===== config.mk =====
export PLATFORM = sky130hd
export DESIGN_NAME = systolic_drain
export DESIGN_NICKNAME = d
export VERILOG_FILES = /design/src/rtl/systolic_pkg.sv /design/src/rtl/systolic_snapshot.sv /design/src/rtl/systolic_drain.sv
export SDC_FILE = /design/constraint.sdc
export NUM_CORES = 1
export LEC_CHECK = 0
export ABC_CLOCK_PERIOD_IN_PS = 2200
export BUFFER_PORTS_ARGS = -buffer_cell sky130_fd_sc_hd__buf_4
export CELL_PAD_IN_SITES_DETAIL_PLACEMENT = 1
export CELL_PAD_IN_SITES_GLOBAL_PLACEMENT = 2
export CORE_ASPECT_RATIO = 0.75
export CORE_MARGIN = 8
export CORE_UTILIZATION = 30
export CTS_BUF_LIST = sky130_fd_sc_hd__clkbuf_2
export CTS_CLUSTER_DIAMETER = 150
export DETAILED_ROUTE_END_ITERATION = 16
export GPL_ROUTABILITY_DRIVEN = 1
export PLACE_DENSITY_LB_ADDON = 0.1
export RECOVER_POWER = 25
export SYNTH_ARGS = -nofsm -noshare
export SYNTH_HDL_FRONTEND = slang
export SYNTH_SLANG_ARGS = --single-unit

===== constraint.sdc =====
create_clock -name clk -period 2.2 [get_ports clk]
set_input_delay 0.44 -clock clk [delete_from_list [all_inputs] [get_ports clk]]
set_output_delay 0.44 -clock clk [all_outputs]
set_load 0.02 [all_outputs]

===== src/rtl/systolic_pkg.sv =====
// Shared types and width helpers for the systolic array output drain.
package systolic_pkg;

    typedef enum logic [1:0] {
        IDLE   = 2'd0,
        SETTLE = 2'd1,
        SEND   = 2'd2,
        DONE   = 2'd3
    } drain_state_t;

    // Row-major word index width; held at 1 so a 1x1 array still has a real index.
    function automatic int idx_width(input int size);
        int w;
        w = $clog2(size * size);
        return (w < 1) ? 1 : w;
    endfunction

    function automatic int cnt_width(input int settle);
        return $clog2(settle) + 1;
    endfunction

endpackage


===== src/rtl/systolic_snapshot.sv =====
// size x size accumulator snapshot bank: one-cycle capture of every accumulator,
// combinational row-major read of the captured words.
module systolic_snapshot
    import systolic_pkg::*;
#(
    parameter int size  = 4,
    parameter int width = 16,
    localparam int idx_w = idx_width(size)
) (
    input  logic                                  clk,
    input  logic                                  rst,
    input  logic                                  cap,
    input  logic [size-1:0][size-1:0][width-1:0]  acc,
    input  logic [idx_w-1:0]                      idx,
    output logic [width-1:0]                      word
);

    localparam int words = size * size;

    logic [width-1:0] snap_q [words];

    genvar gi;
    generate
        for (gi = 0; gi < words; gi++) begin : g_bank
            logic [width-1:0] snap_reg;

            always_ff @(posedge clk or negedge rst) begin
                if (!rst) begin
                    snap_reg <= '0;
                end else if (cap) begin
                    snap_reg <= acc[gi / size][gi % size];
                end
            end

            assign snap_q[gi] = snap_reg;
        end
    endgenerate

    // Guard against indices past the last word when size*size is not a power of two.
    always_comb begin
        word = '0;
        if (int'(idx) < words) begin
            word = snap_q[idx];
        end
    end

endmodule


===== src/rtl/systolic_drain.sv =====
// Output drain: waits for in-flight sums to settle, snapshots the accumulator grid,
// streams it row-major over val/rdy, then pulses acc_clr and holds done until re-armed.
module systolic_drain
    import systolic_pkg::*;
#(
    parameter int size   = 4,
    parameter int width  = 16,
    parameter int settle = 2 * size - 1
) (
    input  logic                                  clk,
    input  logic                                  rst,
    input  logic                                  drain_go,
    input  logic [size-1:0][size-1:0][width-1:0]  acc,
    output logic [width-1:0]                      out_msg,
    output logic                                  out_val,
    input  logic                                  out_rdy,
    output logic                                  out_last,
    output logic                                  acc_clr,
    output logic                                  done
);

    localparam int idx_w = idx_width(size);
    localparam int cnt_w = cnt_width(settle);
    localparam logic [idx_w-1:0] idx_last = idx_w'(size * size - 1);
    localparam logic [cnt_w-1:0] cnt_init = cnt_w'(settle - 1);

    drain_state_t     state_reg, state_next;
    logic [cnt_w-1:0] cnt_reg, cnt_next;
    logic [idx_w-1:0] idx_reg, idx_next;
    logic             acc_clr_reg, acc_clr_next;
    logic             capture;
    logic [width-1:0] snap_word;

    systolic_snapshot #(
        .size  (size),
        .width (width)
    ) u_snapshot (
        .clk  (clk),
        .rst  (rst),
        .cap  (capture),
        .acc  (acc),
        .idx  (idx_reg),
        .word (snap_word)
    );

    always_ff @(posedge clk or negedge rst) begin
        if (!rst) begin
            state_reg   <= IDLE;
            cnt_reg     <= '0;
            idx_reg     <= '0;
            acc_clr_reg <= 1'b0;
        end else begin
            state_reg   <= state_next;
            cnt_reg     <= cnt_next;
            idx_reg     <= idx_next;
            acc_clr_reg <= acc_clr_next;
        end
    end

    always_comb begin
        state_next   = state_reg;
        cnt_next     = cnt_reg;
        idx_next     = idx_reg;
        acc_clr_next = 1'b0;
        capture      = 1'b0;
        case (state_reg)
            IDLE: begin
                if (drain_go) begin
                    state_next = SETTLE;
                    cnt_next   = cnt_init;
                end
            end
            SETTLE: begin
                if (cnt_reg != '0) begin
                    cnt_next = cnt_reg - cnt_w'(1);
                end else begin
                    capture    = 1'b1;
                    idx_next   = '0;
                    state_next = SEND;
                end
            end
            SEND: begin
                if (out_rdy) begin
                    if (idx_reg == idx_last) begin
                        state_next   = DONE;
                        acc_clr_next = 1'b1;
                    end else begin
                        idx_next = idx_reg + idx_w'(1);
                    end
                end
            end
            DONE: begin
                if (!drain_go) begin
                    state_next = IDLE;
                end
            end
            default: state_next = IDLE;
        endcase
    end

    // Every output is decoded from registers only; out_rdy never reaches them.
    assign out_val  = (state_reg == SEND);
    assign out_last = out_val && (idx_reg == idx_last);
    assign out_msg  = out_val ? snap_word : '0;
    assign done     = (state_reg == DONE);
    assign acc_clr  = acc_clr_reg;

endmodule


* After elaboration in Yosys (flattened, before gate mapping)
Index checks and enable logic that the tools add are counted.
Widths: inputs -> output; s select.
** Cells by class
- Add/subtract/negate cells :: 2
- Order comparisons :: 1
- Equality and inequality tests :: 11
- Muxes and demuxes :: 22
- Bitwise gates (word level) :: 1
- Reduce and logical (&&, ||, !) cells :: 8
** Operators by type and width (number)
- $bmux 16 s4 :: 1
- $mux 16 :: 3
- $mux 4 :: 5
- $pmux 4 s2 :: 2
- $mux 2 :: 5
- $ne 2x2->1 const B :: 5
- $pmux 2 s4 :: 1
- $ge 5x5->1 const B :: 1
- $mux 1 :: 5
- $not 4->5 :: 1
- $reduce_and 5->1 :: 1
- $add 4x1->4 const B :: 1
- $eq 2x2->1 const B :: 2
- $eq 4x4->1 const B :: 1
- $ne 2x1->1 const B :: 2
- $reduce_and 4->1 :: 1
- $reduce_bool 2->1 :: 2
- $reduce_bool 4->1 :: 1
- $sub 4x1->4 const B :: 1
- $reduce_and 3->1 :: 1
- $eq 2x1->1 const B :: 1
- $logic_not 2->1 :: 1
- $logic_and 1x1->1 :: 1
** Word-level totals
- Register bits :: 267
- Input port bits :: 260
- Output and inout port bits :: 20
- Logic and storage cells :: 65

* Longest topological paths before layout
- Depth in word-level cells :: 5
- Mapped depth :: 9
- Depth with buffers taken out :: 6

* Hierarchy
Synthesis repeated with hierarchy kept, for this count alone.
** Unflattened totals
- Cell total of the unflattened synthesis :: 777
- Area, all modules :: 12239.2 um2
** Modules (own cells, without submodules)
- systolic_snapshot :: instances 1, cells each 677, area an instance 11402.2 um2, sequential area each 6406.1 um2
- systolic_drain :: instances 1, cells each 100, area an instance 837.1 um2, sequential area each 275.3 um2

* Worst setup path before layout
Ideal clock, no wire load.
- Kind :: register -> output
- From :: register state_reg[0]
- To :: output out_msg[10]
- Arrival time :: 1.838 ns
- Required time :: 1.760 ns
- Setup slack :: -0.078 ns
- Stages on the path, launching flop included :: 8
- Path buffers :: 3
- Path through :: dfrtp_1 -> inv_1 -> ha_1 -> clkbuf_1 -> nand2b_1 -> buf_1 -> clkbuf_1 -> o22ai_1
** On the way
- Longest elaborated chain between the ends :: 2
** Ends and longest elaborated chain
- start, declared :: line systolic_drain.sv:27 : drain_state_t state_reg, state_next;
- start signal, assigned :: line systolic_drain.sv:53 : state_reg <= state_next;
- $eq 2x2->1 :: line systolic_drain.sv:102 : assign out_val = (state_reg == SEND);
- net out_val :: line systolic_drain.sv:15 : output logic out_val,
- $mux 16 :: line systolic_drain.sv:104 : assign out_msg = out_val ? snap_word : '0;
- end, declared :: line systolic_drain.sv:14 : output logic [width-1:0] out_msg,
The timed path passes the listed nets, and every way through them passes these cells.

* Worst setup path in the final report
- From :: register idx_reg[0]
- To :: output out_msg[7]
** On the way
- Longest elaborated chain between the ends :: 5
** Ends and longest elaborated chain
- start, declared :: line systolic_drain.sv:29 : logic [idx_w-1:0] idx_reg, idx_next;
- start signal, assigned :: line systolic_drain.sv:55 : idx_reg <= idx_next;
- $not 4->5 (not written as such) :: line systolic_snapshot.sv:43 : word = snap_q[idx];
- $bmux 16 s4 :: line systolic_snapshot.sv:43
- $mux 16 (not written as such) (2 in series) :: line systolic_snapshot.sv:43
- $mux 16 :: line systolic_drain.sv:104
Every way passes these cells. The select of a mux whose other input is x is not followed.

==> metrics.txt <==
Worst Tran Pin Value 1220 ps; routability congestion estimate from global placement 0.816; mean routed wirelength per cell 19.7 um; launching element type of the critical path register; maximum root-to-sink buffer count 3; number of endpoints with negative hold slack in the final report 0; post-route worst hold slack 250 ps; arithmetic-cell share of the synthesized area counting full adders, half adders and majority gates 0.00600; standard cell area after detailed placement 0.0159 mm2; starting DRC count in detailed routing 587; f_max 314 MHz; number of synthesized register bits 267; count of different cell masters after synthesis 39; async set or reset register ratio after synthesis 1.00; synthesized cell area 0.0125 mm2; clock transition at the registers of the reported paths 100 ps; Remaining DRCs 0; max-slew violation count 0; syn_area_per_cell 8.66 um2; mux share of post-synthesis cell area 0.104; crit path max fanout 7; Worst R2R Path Depth 9; Area growth, synth to finish 61.6%; max_cap viols 0; synthesized instance count 1444; Tightest Hold Check Type primary input to register; overall via count from detail_route 12540; Final Instance Area 0.0202 mm2; total nets after synthesis 1710; Skew-Pair Late Insertion Delay 920 ps; violations in the final reports setup timing; HPWL after DPL 35800 um; ratio of cells with drive above 1 in the final layout 0.287; leading register cell type out of synthesis dfrtp_1; synthesized-area fraction occupied by xor and xnor cells 0.00140; flip-flop count of the largest register, all copies and words added 256; largest net degree at the start of global routing 155; Overflow after GRT 0; sequential share of the synthesized area 0.534; total I/O pin count 280; max_slew headroom 0.186; count of buffers from port buffering 279; number of antenna-violating nets in the routed design 0; via count of the first global-routing pass 13820; htree depth 3; number of CTS-inserted buffers 72; setup-violating endpoint count in the final report 19; initial cell density of the core 0.306; post-synthesis compound-gate area fraction 0.0596; critical path endpoint category output pin; Placement Rows 64; core footprint 0.0409 mm2; DR pass1 iterations 6; total detailed-routing wirelength 53100 um; kind of critical path register to output pin; Die Y-Extent 193 um; dominant combinational cell family by area after synthesis simple AND/OR/NAND/NOR gates; Leakage 0.0102 uW; CP Data Arrival Time 2740 ps; final cycle utilization of the critical path 1.45; Peak supply drop 409 uV; simple-gate area share of the yosys netlist 0.259; root buffer cell clkbuf_2; slack of the critical path -980 ps; run status complete, but fails checks; floorplan die width 252 um; total die area 0.0485 mm2; power density cells 1260 mW/mm2; Critical Path RT 1760 ps; hold-critical path depth 4; CTS tree built; Post-synth EDFFs 0; overall routing resource usage 0.213; sink count of the clock tree 267; final critical-path required period 3180 ps; first-pass GRT wire length 79800 um; worst setup skew after layout 30.9 ps; setup repair after global routing missed its margin yes; Warnings, synthesis 0; Vias per Instance 4.64; number of nets in the layout 2356; number of antenna violations at the first check in global routing 5
## layout make-up
type / instances / area (um2)
timing repair buffer: 663 / 6160
clock buffer: 105 / 526
antenna: 4 / 10.0
tap: 561 / 702
sequential: 267 / 6690
fill: 4687 / 20700
inverter: 8 / 33.8
multi-input combinational: 1078 / 5920
clock inverter: 16 / 169
## worst max-delay path, cell delays in order, from the launching register on
cell	delay (ps)
dfrtp_4	500
buf_12	150
buf_12	140
buf_6	120
mux2i_1	110
a22oi_1	220
buf_4	190
nand2_4	70
o22ai_4	160
buf_6	150
## per-layer routing
layer	wire length, um	vias to the layer above	track usage	share of wire
li1	-	5987	-	-
met1	25000	6194	0.291	0.47
met2	24700	284	0.339	0.47
met3	2310	73	0.0443	0.044
met4	1040	2	0.0589	0.019
met5	12	-	0	0.00023
## synth_stat cells (3+ instances only)
cell type	number	area share
nor2b_1	5	0.0025
nand2_1	805	0.24
and2_1	3	0.0015
a22oi_1	62	0.037
mux2i_1	127	0.10
o21ai_0	3	0.0012
nor2_1	10	0.0030
ha_1	6	0.0060
nor3_1	3	0.0012
a31oi_1	3	0.0015
buf_2	41	0.016
and4_1	3	0.0021
dfrtp_1	267	0.53
inv_1	8	0.0024
a21oi_1	5	0.0020
buf_4	5	0.0030
o22ai_1	17	0.0085
clkbuf_1	44	0.013
## cell families after synthesis
logic type	count (synthesis)
flip-flops	267
XOR/XNOR	2
buffers and inverters	99
adder cells (fa/ha/maj)	6
AND/OR/NAND/NOR	842
AO/OA/AOI/OAI	99
multiplexers	129
## power breakdown
part | internal, uW | leakage (uW) | total [uW] | switching, uW
Clock | 1730 | 0.000524 | 3930 | 2210
Sequential | 7400 | 0.00321 | 9110 | 1710
Combinational | 5830 | 0.00643 | 12500 | 6680
Total | 15000 | 0.0102 | 25500 | 10600
## worst paths after layout
check	start	end	slack, ps
setup / recovery	idx_reg[0]$_DFFE_PN0P_	out_msg[7]	-980
hold / removal	acc[126]	u_snapshot.g_bank[7].snap_reg[14]$_DFFE_PN0P_	250
setup reg to reg	cnt_reg[0]$_DFFE_PN0P_	u_snapshot.g_bank[12].snap_reg[9]$_DFFE_PN0P_	90
hold reg to reg	u_snapshot.g_bank[9].snap_reg[2]$_DFFE_PN0P_	u_snapshot.g_bank[9].snap_reg[2]$_DFFE_PN0P_	480
max in group asynchronous	rst	idx_reg[2]$_DFFE_PN0P_	270
min in group asynchronous	rst	u_snapshot.g_bank[5].snap_reg[11]$_DFFE_PN0P_	770
## through the flow
stage	utilization	TNS, ps	cells	setup slack (ps)	total power [uW]
2_1_floorplan	-	-790	1444	-78.2	14400
6_report	0.494	-15490	2702	-980	25500
4_1_cts	0.482	-17870	2677	-1100	24600
3_5_place_dp	0.388	-1930	2284	-188	19000
5_1_grt	0.494	-18760	2702	-1150	27400
3_3_place_gp	0.388	-1520	2284	-166	18800
## cells in the final DEF (no fill, tap or decap), types with 3 or more instances in the layout
master	Yosys	layout
a21oi_1	5	5
a22oi_1	62	30
a22oi_2	0	32
a31oi_1	3	3
buf_12	0	20
buf_16	0	4
buf_4	5	335
buf_6	0	26
bufinv_16	0	4
clkbuf_1	44	6
clkbuf_16	0	7
clkbuf_2	0	109
clkinv_1	0	7
clkinv_2	0	3
dfrtp_1	267	265
diode_2	0	4
dlygate4sd3_1	0	259
inv_1	8	6
inv_2	0	3
mux2i_1	127	110
mux2i_2	0	14
mux2i_4	0	3
nand2_1	805	789
nand2_2	0	9
nand2_4	0	7
nor2_1	10	7
nor2b_4	0	3
nor3_1	3	3
o21ai_0	3	3
o22ai_1	17	5
o22ai_2	0	5
o22ai_4	0	7
## timing repair
action,CTS,global route
pin swaps,34,44
endpoints found under the hold margin,530,0
resized for setup,94,64
hold buffers,260,0
setup buffers,11,17
gates cloned,2,7
endpoints found under the setup margin,19,211
(Power assumes the default switching activity.)
